`src/rtl/mem_stage_pkg.sv`:
```
// mem_stage_pkg: shared definitions for the memory stage of the 8-bit
// pipelined processor.
//   - mem_state_t   : data-memory access FSM states
//   - WB_SEL_*      : writeback source select codes (mux_rdata_sel_M)
//   - PC_SEL_RESET  : PC select value after reset, matching EX/MEM reset
//   - DMEM_ERR_DATA : read data substituted when an access times out
package mem_stage_pkg;

  typedef enum logic [1:0] {
    IDLE = 2'd0,
    WAIT = 2'd1,
    DONE = 2'd2
  } mem_state_t;

  localparam logic [1:0] WB_SEL_ALU = 2'b00;
  localparam logic [1:0] WB_SEL_MEM = 2'b01;
  localparam logic [1:0] WB_SEL_INP = 2'b10;
  localparam logic [1:0] WB_SEL_WD  = 2'b11;

  localparam logic [1:0] PC_SEL_RESET = 2'b01;

  localparam logic [7:0] DMEM_ERR_DATA = 8'hFF;

endpackage

```
`src/rtl/mem_stage_unit_wb.sv`:
```
// mem_wb_reg: MEM/WB pipeline register with bubble insertion.
// While i_stall is high the control bits (write enable, return-valid) are
// cleared and the data fields hold; otherwise all fields load from M.
// The return-PC field loads only on i_ret_load, and return-valid is a
// single-cycle pulse.
// Ports:
//   clk, reset (async, active-low)
//   i_stall            : insert bubble this edge
//   i_wr_en, i_rd      : register-file write enable / destination
//   i_wb_data          : selected writeback data
//   i_pc_sel           : PC select passed through
//   i_ret_load         : load return PC and pulse return-valid
//   i_ret_pc           : popped return PC
//   o_*                : registered MEM/WB outputs
module mem_wb_reg
  import mem_stage_pkg::*;
#(
  parameter int DATA_W = 8
) (
  input  logic              clk,
  input  logic              reset,
  input  logic              i_stall,
  input  logic              i_wr_en,
  input  logic [1:0]        i_rd,
  input  logic [DATA_W-1:0] i_wb_data,
  input  logic [1:0]        i_pc_sel,
  input  logic              i_ret_load,
  input  logic [DATA_W-1:0] i_ret_pc,
  output logic              o_wr_en,
  output logic [1:0]        o_rd,
  output logic [DATA_W-1:0] o_wb_data,
  output logic [1:0]        o_pc_sel,
  output logic              o_ret_valid,
  output logic [DATA_W-1:0] o_ret_pc
);

  logic              r_wr_en;
  logic [1:0]        r_rd;
  logic [DATA_W-1:0] r_wb_data;
  logic [1:0]        r_pc_sel;
  logic              r_ret_valid;
  logic [DATA_W-1:0] r_ret_pc;

  always_ff @(posedge clk or negedge reset) begin
    if (!reset) begin
      r_wr_en     <= 1'b0;
      r_rd        <= '0;
      r_wb_data   <= '0;
      r_pc_sel    <= PC_SEL_RESET;
      r_ret_valid <= 1'b0;
      r_ret_pc    <= '0;
    end else begin
      r_ret_valid <= i_ret_load & ~i_stall;
      if (i_ret_load & ~i_stall) begin
        r_ret_pc <= i_ret_pc;
      end
      if (i_stall) begin
        r_wr_en <= 1'b0;
      end else begin
        r_wr_en   <= i_wr_en;
        r_rd      <= i_rd;
        r_wb_data <= i_wb_data;
        r_pc_sel  <= i_pc_sel;
      end
    end
  end

  assign o_wr_en     = r_wr_en;
  assign o_rd        = r_rd;
  assign o_wb_data   = r_wb_data;
  assign o_pc_sel    = r_pc_sel;
  assign o_ret_valid = r_ret_valid;
  assign o_ret_pc    = r_ret_pc;

endmodule

```
`src/rtl/mem_stage_unit.sv`:
```
// mem_stage_unit: memory stage of the 8-bit pipelined processor.
// Consumes the EX/MEM register outputs, runs the data-memory access over a
// req/ack handshake (stalling the pipeline while in flight, with a timeout
// abort), drives the OUT port register and produces the MEM/WB register.
// Ports:
//   clk, reset (async, active-low)
//   *_M                      : EX/MEM control and data inputs
//   dmem_req/we/addr/wdata   : memory request side
//   dmem_rdata, dmem_ack     : memory response (one-cycle ack pulse)
//   mem_stall                : freezes PC, IF/ID, ID/EX, EX/MEM
//   OUT_PORT                 : output port register
//   *_W, ret_pc_W/ret_valid_W: MEM/WB outputs
//   mem_err                  : sticky timeout flag
module mem_stage_unit
  import mem_stage_pkg::*;
#(
  parameter int DATA_W  = 8,
  parameter int ADDR_W  = 8,
  parameter int TIMEOUT = 15
) (
  input  logic              clk,
  input  logic              reset,
  input  logic              wr_en_regf_M,
  input  logic              wr_en_dmem_M,
  input  logic              rd_en_M,
  input  logic              out_port_sel_M,
  input  logic              is_ret_M,
  input  logic [1:0]        mux_rdata_sel_M,
  input  logic [DATA_W-1:0] alu_out_M,
  input  logic [1:0]        rd_M,
  input  logic [DATA_W-1:0] IN_PORT_M,
  input  logic [ADDR_W-1:0] mem_addr_M,
  input  logic [DATA_W-1:0] mem_wd_M,
  input  logic [1:0]        PC_Sel_M,
  output logic              dmem_req,
  output logic              dmem_we,
  output logic [ADDR_W-1:0] dmem_addr,
  output logic [DATA_W-1:0] dmem_wdata,
  input  logic [DATA_W-1:0] dmem_rdata,
  input  logic              dmem_ack,
  output logic              mem_stall,
  output logic [DATA_W-1:0] OUT_PORT,
  output logic              wr_en_regf_W,
  output logic [1:0]        rd_W,
  output logic [DATA_W-1:0] wb_data_W,
  output logic [1:0]        PC_Sel_W,
  output logic [DATA_W-1:0] ret_pc_W,
  output logic              ret_valid_W,
  output logic              mem_err
);

  mem_state_t        r_state;
  mem_state_t        w_state_nxt;
  logic [7:0]        r_cnt;
  logic [DATA_W-1:0] r_rdata_q;
  logic              r_mem_err;
  logic [DATA_W-1:0] r_out_port;

  logic              w_access;
  logic              w_req;
  logic              w_stall;
  logic              w_timeout;
  logic              w_ret_load;
  logic [DATA_W-1:0] w_wb_mux;

  assign w_access = rd_en_M | wr_en_dmem_M;

  always_comb begin
    w_req       = 1'b0;
    w_stall     = 1'b0;
    w_timeout   = 1'b0;
    w_state_nxt = r_state;
    case (r_state)
      IDLE: begin
        if (w_access) begin
          w_req       = 1'b1;
          w_stall     = 1'b1;
          w_state_nxt = WAIT;
        end
      end
      WAIT: begin
        w_req   = 1'b1;
        w_stall = 1'b1;
        // An ack on the final allowed WAIT cycle still completes normally.
        if (dmem_ack) begin
          w_state_nxt = DONE;
        end else if (r_cnt == 8'(TIMEOUT - 1)) begin
          w_timeout   = 1'b1;
          w_state_nxt = DONE;
        end
      end
      DONE: begin
        // The retiring instruction is still on the M inputs here; going
        // straight to IDLE without looking at access prevents a reissue.
        w_state_nxt = IDLE;
      end
      default: begin
        w_state_nxt = IDLE;
      end
    endcase
    // Request and stall must drop the instant reset asserts, even though
    // IDLE would otherwise raise them combinationally from the M inputs.
    if (!reset) begin
      w_req   = 1'b0;
      w_stall = 1'b0;
    end
  end

  always_ff @(posedge clk or negedge reset) begin
    if (!reset) begin
      r_state <= IDLE;
    end else begin
      r_state <= w_state_nxt;
    end
  end

  always_ff @(posedge clk or negedge reset) begin
    if (!reset) begin
      r_cnt     <= '0;
      r_rdata_q <= '0;
      r_mem_err <= 1'b0;
    end else begin
      if (r_state == WAIT && w_state_nxt == WAIT) begin
        r_cnt <= r_cnt + 8'd1;
      end else begin
        r_cnt <= '0;
      end
      if (r_state == WAIT && dmem_ack) begin
        r_rdata_q <= dmem_rdata;
      end else if (w_timeout) begin
        r_rdata_q <= DATA_W'(DMEM_ERR_DATA);
      end
      if (w_timeout) begin
        r_mem_err <= 1'b1;
      end
    end
  end

  always_ff @(posedge clk or negedge reset) begin
    if (!reset) begin
      r_out_port <= '0;
    end else if (out_port_sel_M && !w_stall) begin
      r_out_port <= alu_out_M;
    end
  end

  always_comb begin
    w_wb_mux = alu_out_M;
    case (mux_rdata_sel_M)
      WB_SEL_ALU: w_wb_mux = alu_out_M;
      WB_SEL_MEM: w_wb_mux = r_rdata_q;
      WB_SEL_INP: w_wb_mux = IN_PORT_M;
      WB_SEL_WD:  w_wb_mux = mem_wd_M;
      default:    w_wb_mux = alu_out_M;
    endcase
  end

  assign w_ret_load = is_ret_M & rd_en_M & (r_state == DONE);

  mem_wb_reg #(
    .DATA_W(DATA_W)
  ) u_mem_wb_reg (
    .clk        (clk),
    .reset      (reset),
    .i_stall    (w_stall),
    .i_wr_en    (wr_en_regf_M),
    .i_rd       (rd_M),
    .i_wb_data  (w_wb_mux),
    .i_pc_sel   (PC_Sel_M),
    .i_ret_load (w_ret_load),
    .i_ret_pc   (r_rdata_q),
    .o_wr_en    (wr_en_regf_W),
    .o_rd       (rd_W),
    .o_wb_data  (wb_data_W),
    .o_pc_sel   (PC_Sel_W),
    .o_ret_valid(ret_valid_W),
    .o_ret_pc   (ret_pc_W)
  );

  assign dmem_req   = w_req;
  assign dmem_we    = w_req & wr_en_dmem_M;
  assign dmem_addr  = w_req ? mem_addr_M : '0;
  assign dmem_wdata = w_req ? mem_wd_M : '0;
  assign mem_stall  = w_stall;
  assign OUT_PORT   = r_out_port;
  assign mem_err    = r_mem_err;

endmodule
```
`config.mk`:
```
export PLATFORM = sky130hd
export DESIGN_NAME = mem_stage_unit
export DESIGN_NICKNAME = d
export VERILOG_FILES = /design/src/rtl/mem_stage_pkg.sv /design/src/rtl/mem_stage_unit_wb.sv /design/src/rtl/mem_stage_unit.sv
export SDC_FILE = /design/constraint.sdc
export NUM_CORES = 1
export LEC_CHECK = 0
export BUFFER_PORTS_ARGS = -buffer_cell sky130_fd_sc_hd__buf_2
export CORE_MARGIN = 3
export CORE_UTILIZATION = 40
export CTS_CLUSTER_SIZE = 8
export DETAILED_ROUTE_END_ITERATION = 16
export GPL_ROUTABILITY_DRIVEN = 0
export GPL_TIMING_DRIVEN = 0
export PLACE_DENSITY = 0.69
export SETUP_SLACK_MARGIN = 0.05
export SLEW_MARGIN = 5
export SYNTH_ARGS = -nofsm -noshare
export SYNTH_HDL_FRONTEND = slang
export SYNTH_HIERARCHICAL = 1
export SYNTH_SLANG_ARGS = --single-unit
```
`constraint.sdc`:
```
create_clock -name clk -period 3.5 [get_ports clk]
set_input_delay 0.175 -clock clk [delete_from_list [all_inputs] [get_ports clk]]
set_output_delay 0.175 -clock clk [all_outputs]
set_load 0.03 [all_outputs]
```
# Word-level counts from Yosys, hierarchy flattened
# Index checks and enable logic that the tools add are counted.
[totals]
register_bits = 49
in_bits = 54
[op_classes]
bitwise_logic = 6
reduce_logical = 7
n_mux = 17
addsub = 1
eq_ne = 7
[op_table]
columns = ["cell", "count"]
rows = [
  ["$mux W8", 5],
  ["$pmux W8 S4", 1],
  ["$add A8 B1 Y8 const B", 1],
  ["$eq A8 B4 Y1 const B", 1],
  ["$eq A2 B1 Y1 const B", 3],
  ["$eq A2 B2 Y1 const B", 3],
  ["$mux W1", 6],
  ["$mux W2", 3],
  ["$and A1 B1 Y1", 4],
  ["$logic_not A2 Y1", 2],
  ["$pmux W2 S2", 1],
  ["$logic_and A1 B1 Y1", 3],
  ["$pmux W1 S2", 1],
  ["$reduce_bool A2 Y1", 1],
  ["$logic_not A1 Y1", 1],
  ["$not A1 Y1", 1],
  ["$or A1 B1 Y1", 1],
]

# Longest topological paths before layout
[logic_depth]
depth_word = 7
ltp_mapped = 6

# Cells and area by module
# Netlist, hierarchy kept.
[modules_own_cells]
columns = ["mod", "instances", "area_each_um2", "cells_per_inst"]
rows = [
  ["mem_stage_unit", 1, 1512.7, 135],
  ["mem_wb_reg", 1, 838.3, 46],
]

# Worst setup path before layout
# No wires, ideal clock.
[synth_timing]
kind = "register to register"
from = "register r_state[0]"
to = "register u_mem_wb_reg.r_ret_pc[0], in the netlist u_mem_wb_reg/o_ret_pc[0]"
path_buffers = 2
path_slack_ns = 1.753
stages_incl_launch_ff = 7
required_time_ns = 3.375
period_less_slack_ns = 1.747
arrival_time_ns = 1.622
cell_sequence = "dfrtp_1 nor3_2 nor2_1 buf_4 nor2b_1 buf_6 mux2_4"
[synth_via]
elab_chain_cells = 5
[synth_lines]
columns = ["element", "line", "rtl"]
rows = [
  ["from (decl)", "mem_stage_unit.sv:52", "mem_state_t r_state;"],
  ["from (signal assigned)", "mem_stage_unit.sv:113", "r_state <= w_state_nxt;"],
  ["$eq A2 B1 Y1 / $logic_not A2 Y1 (equally long branches)", "-", ""],
  ["$pmux W1 S2 *", "-", ""],
  ["$mux W1 *", "-", ""],
  ["named net dmem_req", "mem_stage_unit.sv:35", "output logic dmem_req,"],
  ["$not A1 Y1 *", "mem_stage_unit_wb.sv:54", "if (i_ret_load & ~i_stall) begin"],
  ["$and A1 B1 Y1 *", "mem_stage_unit_wb.sv:54", ""],
  ["to (signal assigned)", "mem_stage_unit_wb.sv:55", "r_ret_pc <= i_ret_pc;"],
  ["to (decl)", "mem_stage_unit_wb.sv:42", "logic [DATA_W-1:0] r_ret_pc;"],
]
# The timed path passes the listed nets; every way through them passes the cells marked *.
# A chain may end at the register's enable or synchronous reset.

# Worst setup path after layout
[layout_timing]
from = "input reset"
to = "output dmem_wdata[1]"
[layout_via]
elab_chain_cells = 2
[layout_lines]
columns = ["element", "line", "rtl"]
rows = [
  ["from (decl)", "mem_stage_unit.sv:22", "input logic reset,"],
  ["$mux W1", "mem_stage_unit.sv:103", "if (!reset) begin"],
  ["$mux W8", "mem_stage_unit.sv:183", "assign dmem_wdata = w_req ? mem_wd_M : '0;"],
  ["to (decl)", "mem_stage_unit.sv:38", "output logic [DATA_W-1:0] dmem_wdata,"],
]
# No other way between the ends.

==> results.md <==
- The final instance area is 3050 µm².
- The number of hold violations in the final report is 0.
- The worst reg2reg path endpoint is u_mem_wb_reg/o_wb_data[1].
- The layout filler cell count is 491.
- TritonCTS built the clock tree.
- The count of synthesis-stage warnings from yosys is 6.
- The number of antenna violations at the first check in global routing is 0.
- The region available for standard cell placement spans 5610 µm².
- The biggest fanout along the worst timing path is 50.
- The most common cell after layout, fill and taps aside is buf_2.
- Among the stages of the critical path, the cell type that occurs most often is buf_2.
- The register area is 1230 µm².
- The via count is 1,854.
- The slack of the critical path is 1.17 ns.
- Setup repair after global routing left no endpoint under its margin.
- The number of buffers created by CTS is 5.
- The static leakage is 1.50 nW.
- For the worst flop-to-flop path, the logic depth is 5.
- The kind of cell with the highest combined delay on the critical path is buffers and inverters.
- No sink is reached through more buffers than the 2 on the longest clock path.
- The worst ir drop on vdd is 0.000306 V.
- In this run the number of H-tree levels came out at 2.
- Compared with the post-synthesis result, the final layout area differs by 29.9%.
- The placed instance area is 2950 µm².
- The cell at the slowest stage of the critical path is buf_2.
- The share of the cycle needed by the critical path after routing is 0.665.
- The via count of the first global-routing pass is 1,641.
- The violation count after the first detailed-route iteration is 96.
- The length of the first detailed-routing pass in iterations is 4.
- The startpoint of the worst register-to-register path is r_state[1].
- Setup violations remaining at the end of the flow were counted as 0.
- The top cell types in the final layout, fill and taps aside, are buf_2 (103), dfrtp_1 (48), mux2_2 (20).
- The total overflow left after global routing is 0.
- The number of hold buffers added after CTS was 0.
- The fraction of final layout cells with drive strength greater than 1 is 0.545.
- The average instance area after synthesis is 13.0 µm².
- The first global-routing pass estimated 7.92 mm of wire.
- Of the synthesized area, sequential elements account for 0.522.
- The chip height is 82.7 µm.
- Yosys mapped a number of flops with a built-in enable equal to 0.
- At the pin with the least slew margin, the transition time is 1.15 ns.
- Subtracting the final worst setup slack from the clock period gives 2.33 ns.
- The clock latency of the later-clocked register in the worst-skew pair is 0.29 ns.
- In the global route stage, overall resource usage came out at 0.154.
- The highest achievable clock rate is 430 MHz.
- The post-CTS clock slew at the launch and capture registers of the worst setup and hold paths is 0.09 ns.
- The average via count per standard cell is 5.12.
- The number of nets in the synthesized netlist is 237.
- Data on the critical path is required at its endpoint by 3.32 ns.
- CTS placed an instance of clkbuf_8 at the clock tree root.
- The starting utilization of the core area is 0.419.
- The number of placed I/O pins is 104.
- The count of final max-slew check failures is 0.
- STA classifies the critical path endpoint as an output port.
- The number of sinks handled by clock tree synthesis is 49.
- The flip-flop and latch count after synthesis is 49.
- In the routed design, unresolved DRC markers number 0.
- Entering global routing, the biggest net connects 51 pins.
- The mean routed wirelength per cell is 15.1 µm.
- The worst setup path is of the input port to output port kind.
- Measured along the x axis, the die boundary spans 82.7 µm.
- In this run the tool buffered the top-level ports with 101 buffer cells.
- Synthesis instantiated 34 different standard cells from the library.
- Of all flip-flops after synthesis, the portion carrying an async set or reset was 1.00.
- The post-layout net count is 345.
- Summing all multi-input logic gate instances after layout gives 1050 µm².
- The final layout contains routed wiring with a total length of 5.48 mm.
- The synthesized instance count is 181.
- For this run, the number of standard cells in the final layout without fillers is 362.
- The number of resized instances in the post-cts repair step is 0.
- The register-to-register setup slack is 1.52 ns.
- The worst setup slack before clock tree synthesis is 0.912 ns.
- The number of antenna-violating nets in the routed design is 0.
- The total placed cells including tap cells is 354.
- The number of antenna diodes is 0.
- The number of buffers inserted to repair setup after CTS is 0.
- The dominant synthesized flop cell is dfrtp_1.
- Together, buffers and inverters on the worst path number 3.
- STA classifies the critical path startpoint as an input port.
- The arrival time at the worst endpoint is 2.15 ns.
- The power density over cell area is 726 nW/µm².
- The worst pin sits at a relative slew slack of 0.236.
- The flow ran to the end, and the final reports show no timing, DRC or antenna violations.
- The type of the worst min-delay path is input port to async pin.
- The clock arrives with 0.00681 ns of skew.
- The area of the mapped netlist is 2350 µm².
- The tool flagged a number of max-cap violations equal to 0.
- The largest single stage delay on the critical path is 0.84 ns.
- In the final timing run, aggregate negative setup slack is 0 ns.
- The die area is 6830 µm².
- The signal on the critical path passes through buf_2, nand2b_4, nor2_1, buf_4, and2_1, buf_2.
- The sum of net half-perimeters after detailed placement is 4.10 mm.
- The cell row count is 27.
==> worst max path at each step <==
stage | from | endpoint | slack (ns) | cells past startpoint
final | reset | dmem_wdata[1] | 1.17 | 6
after global routing | reset | dmem_wdata[2] | 0.84 | 6
after CTS | reset | dmem_wdata[1] | 1.08 | 6
after detailed placement | reset | u_mem_wb_reg/o_wb_data[4] | 0.91 | 6
after global placement | reset | u_mem_wb_reg/o_wb_data[1] | 0.94 | 6
after floorplan | r_state[0] | u_mem_wb_reg/o_ret_pc[0] | 1.75 | 6
==> sequential cells by signal, indices dropped and copies added (netlist names) <==
register                  flops
u_mem_wb_reg/o_rd             2
u_mem_wb_reg/o_pc_sel         2
u_mem_wb_reg/o_ret_valid      1
u_mem_wb_reg/o_ret_pc         8
u_mem_wb_reg/o_wr_en          1
u_mem_wb_reg/o_wb_data        8
r_rdata_q                     8
r_cnt                         8
mem_err                       1
r_state                       2
OUT_PORT                      8
==> where the power goes <==
part,switching (mW),total (mW),internal (mW)
Combinational,0.552,0.936,0.384
Clock,0.185,0.398,0.212
Sequential,0.138,0.884,0.746
Total,0.875,2.22,1.34
==> cell type report <==
class / instances / area share
Inverter: 2 / 0.00246
Buffer: 9 / 0.0205
Timing Repair Buffer: 101 / 0.166
Tap cell: 72 / 0.0295
Clock inverter: 2 / 0.0115
Clock buffer: 6 / 0.0238
Multi-Input combinational cell: 121 / 0.345
Sequential cell: 49 / 0.402
==> worst register-to-register path, delay by kind of cell, from the launching register on <==
kind	cells	cell delay [ns]
buffers and inverters	2	0.51
flip-flops	1	0.45
multiplexers	1	0.35
AND/OR/NAND/NOR	2	0.55
==> through the flow <==
| stage | hold WS, ns | util | power, mW |
|---|---|---|---|
| finish | 0.100 | 0.545 | 2.22 |
| detailed placement | 0.412 | 0.525 | 1.84 |
| CTS | 0.104 | 0.545 | 2.24 |
| global placement | 0.403 | 0.525 | 1.83 |
| global route | 0.100 | 0.545 | 2.35 |
| floorplan | -0.121 | - | 1.55 |
==> metal layers <==
layer	up-vias	wire [µm]	part of all wire	GRT usage
li1	869	-	-	-
met1	905	2380	0.43	0.208
met2	78	2660	0.48	0.255
met3	2	425	0.078	0.0347
met4	0	16	0.0029	0.0294
met5	-	0	0	0
==> logic make-up after synthesis <==
group | after synthesis | share of synthesized area
DFF | 49 | 0.522
and+or+nand+nor | 53 | 0.131
AOI/OAI and AO/OA | 27 | 0.0713
adders and majority gates | 2 | 0.0106
buffers and inverters | 11 | 0.0298
muxes | 36 | 0.224
xor gates and xnor gates | 3 | 0.0112
==> cells in the mapped netlist (2+ instances only) <==
| cell | number | share of area |
|---|---|---|
| a21oi_1 | 12 | 0.026 |
| and2_1 | 17 | 0.045 |
| and4b_1 | 2 | 0.0085 |
| buf_2 | 2 | 0.0043 |
| buf_4 | 3 | 0.0096 |
| buf_6 | 2 | 0.0096 |
| dfrtp_1 | 48 | 0.51 |
| ha_1 | 2 | 0.011 |
| inv_1 | 2 | 0.0032 |
| mux2_2 | 20 | 0.096 |
| mux2_4 | 8 | 0.051 |
| mux4_2 | 8 | 0.077 |
| nand2_1 | 2 | 0.0032 |
| nand3_1 | 4 | 0.0085 |
| nor2_1 | 15 | 0.024 |
| nor2b_1 | 4 | 0.011 |
| o21ai_0 | 3 | 0.0064 |
| o22ai_1 | 8 | 0.021 |
| or3_1 | 3 | 0.0080 |
| xor2_1 | 2 | 0.0075 |
Note: power is estimated with default switching activity, not from simulation.
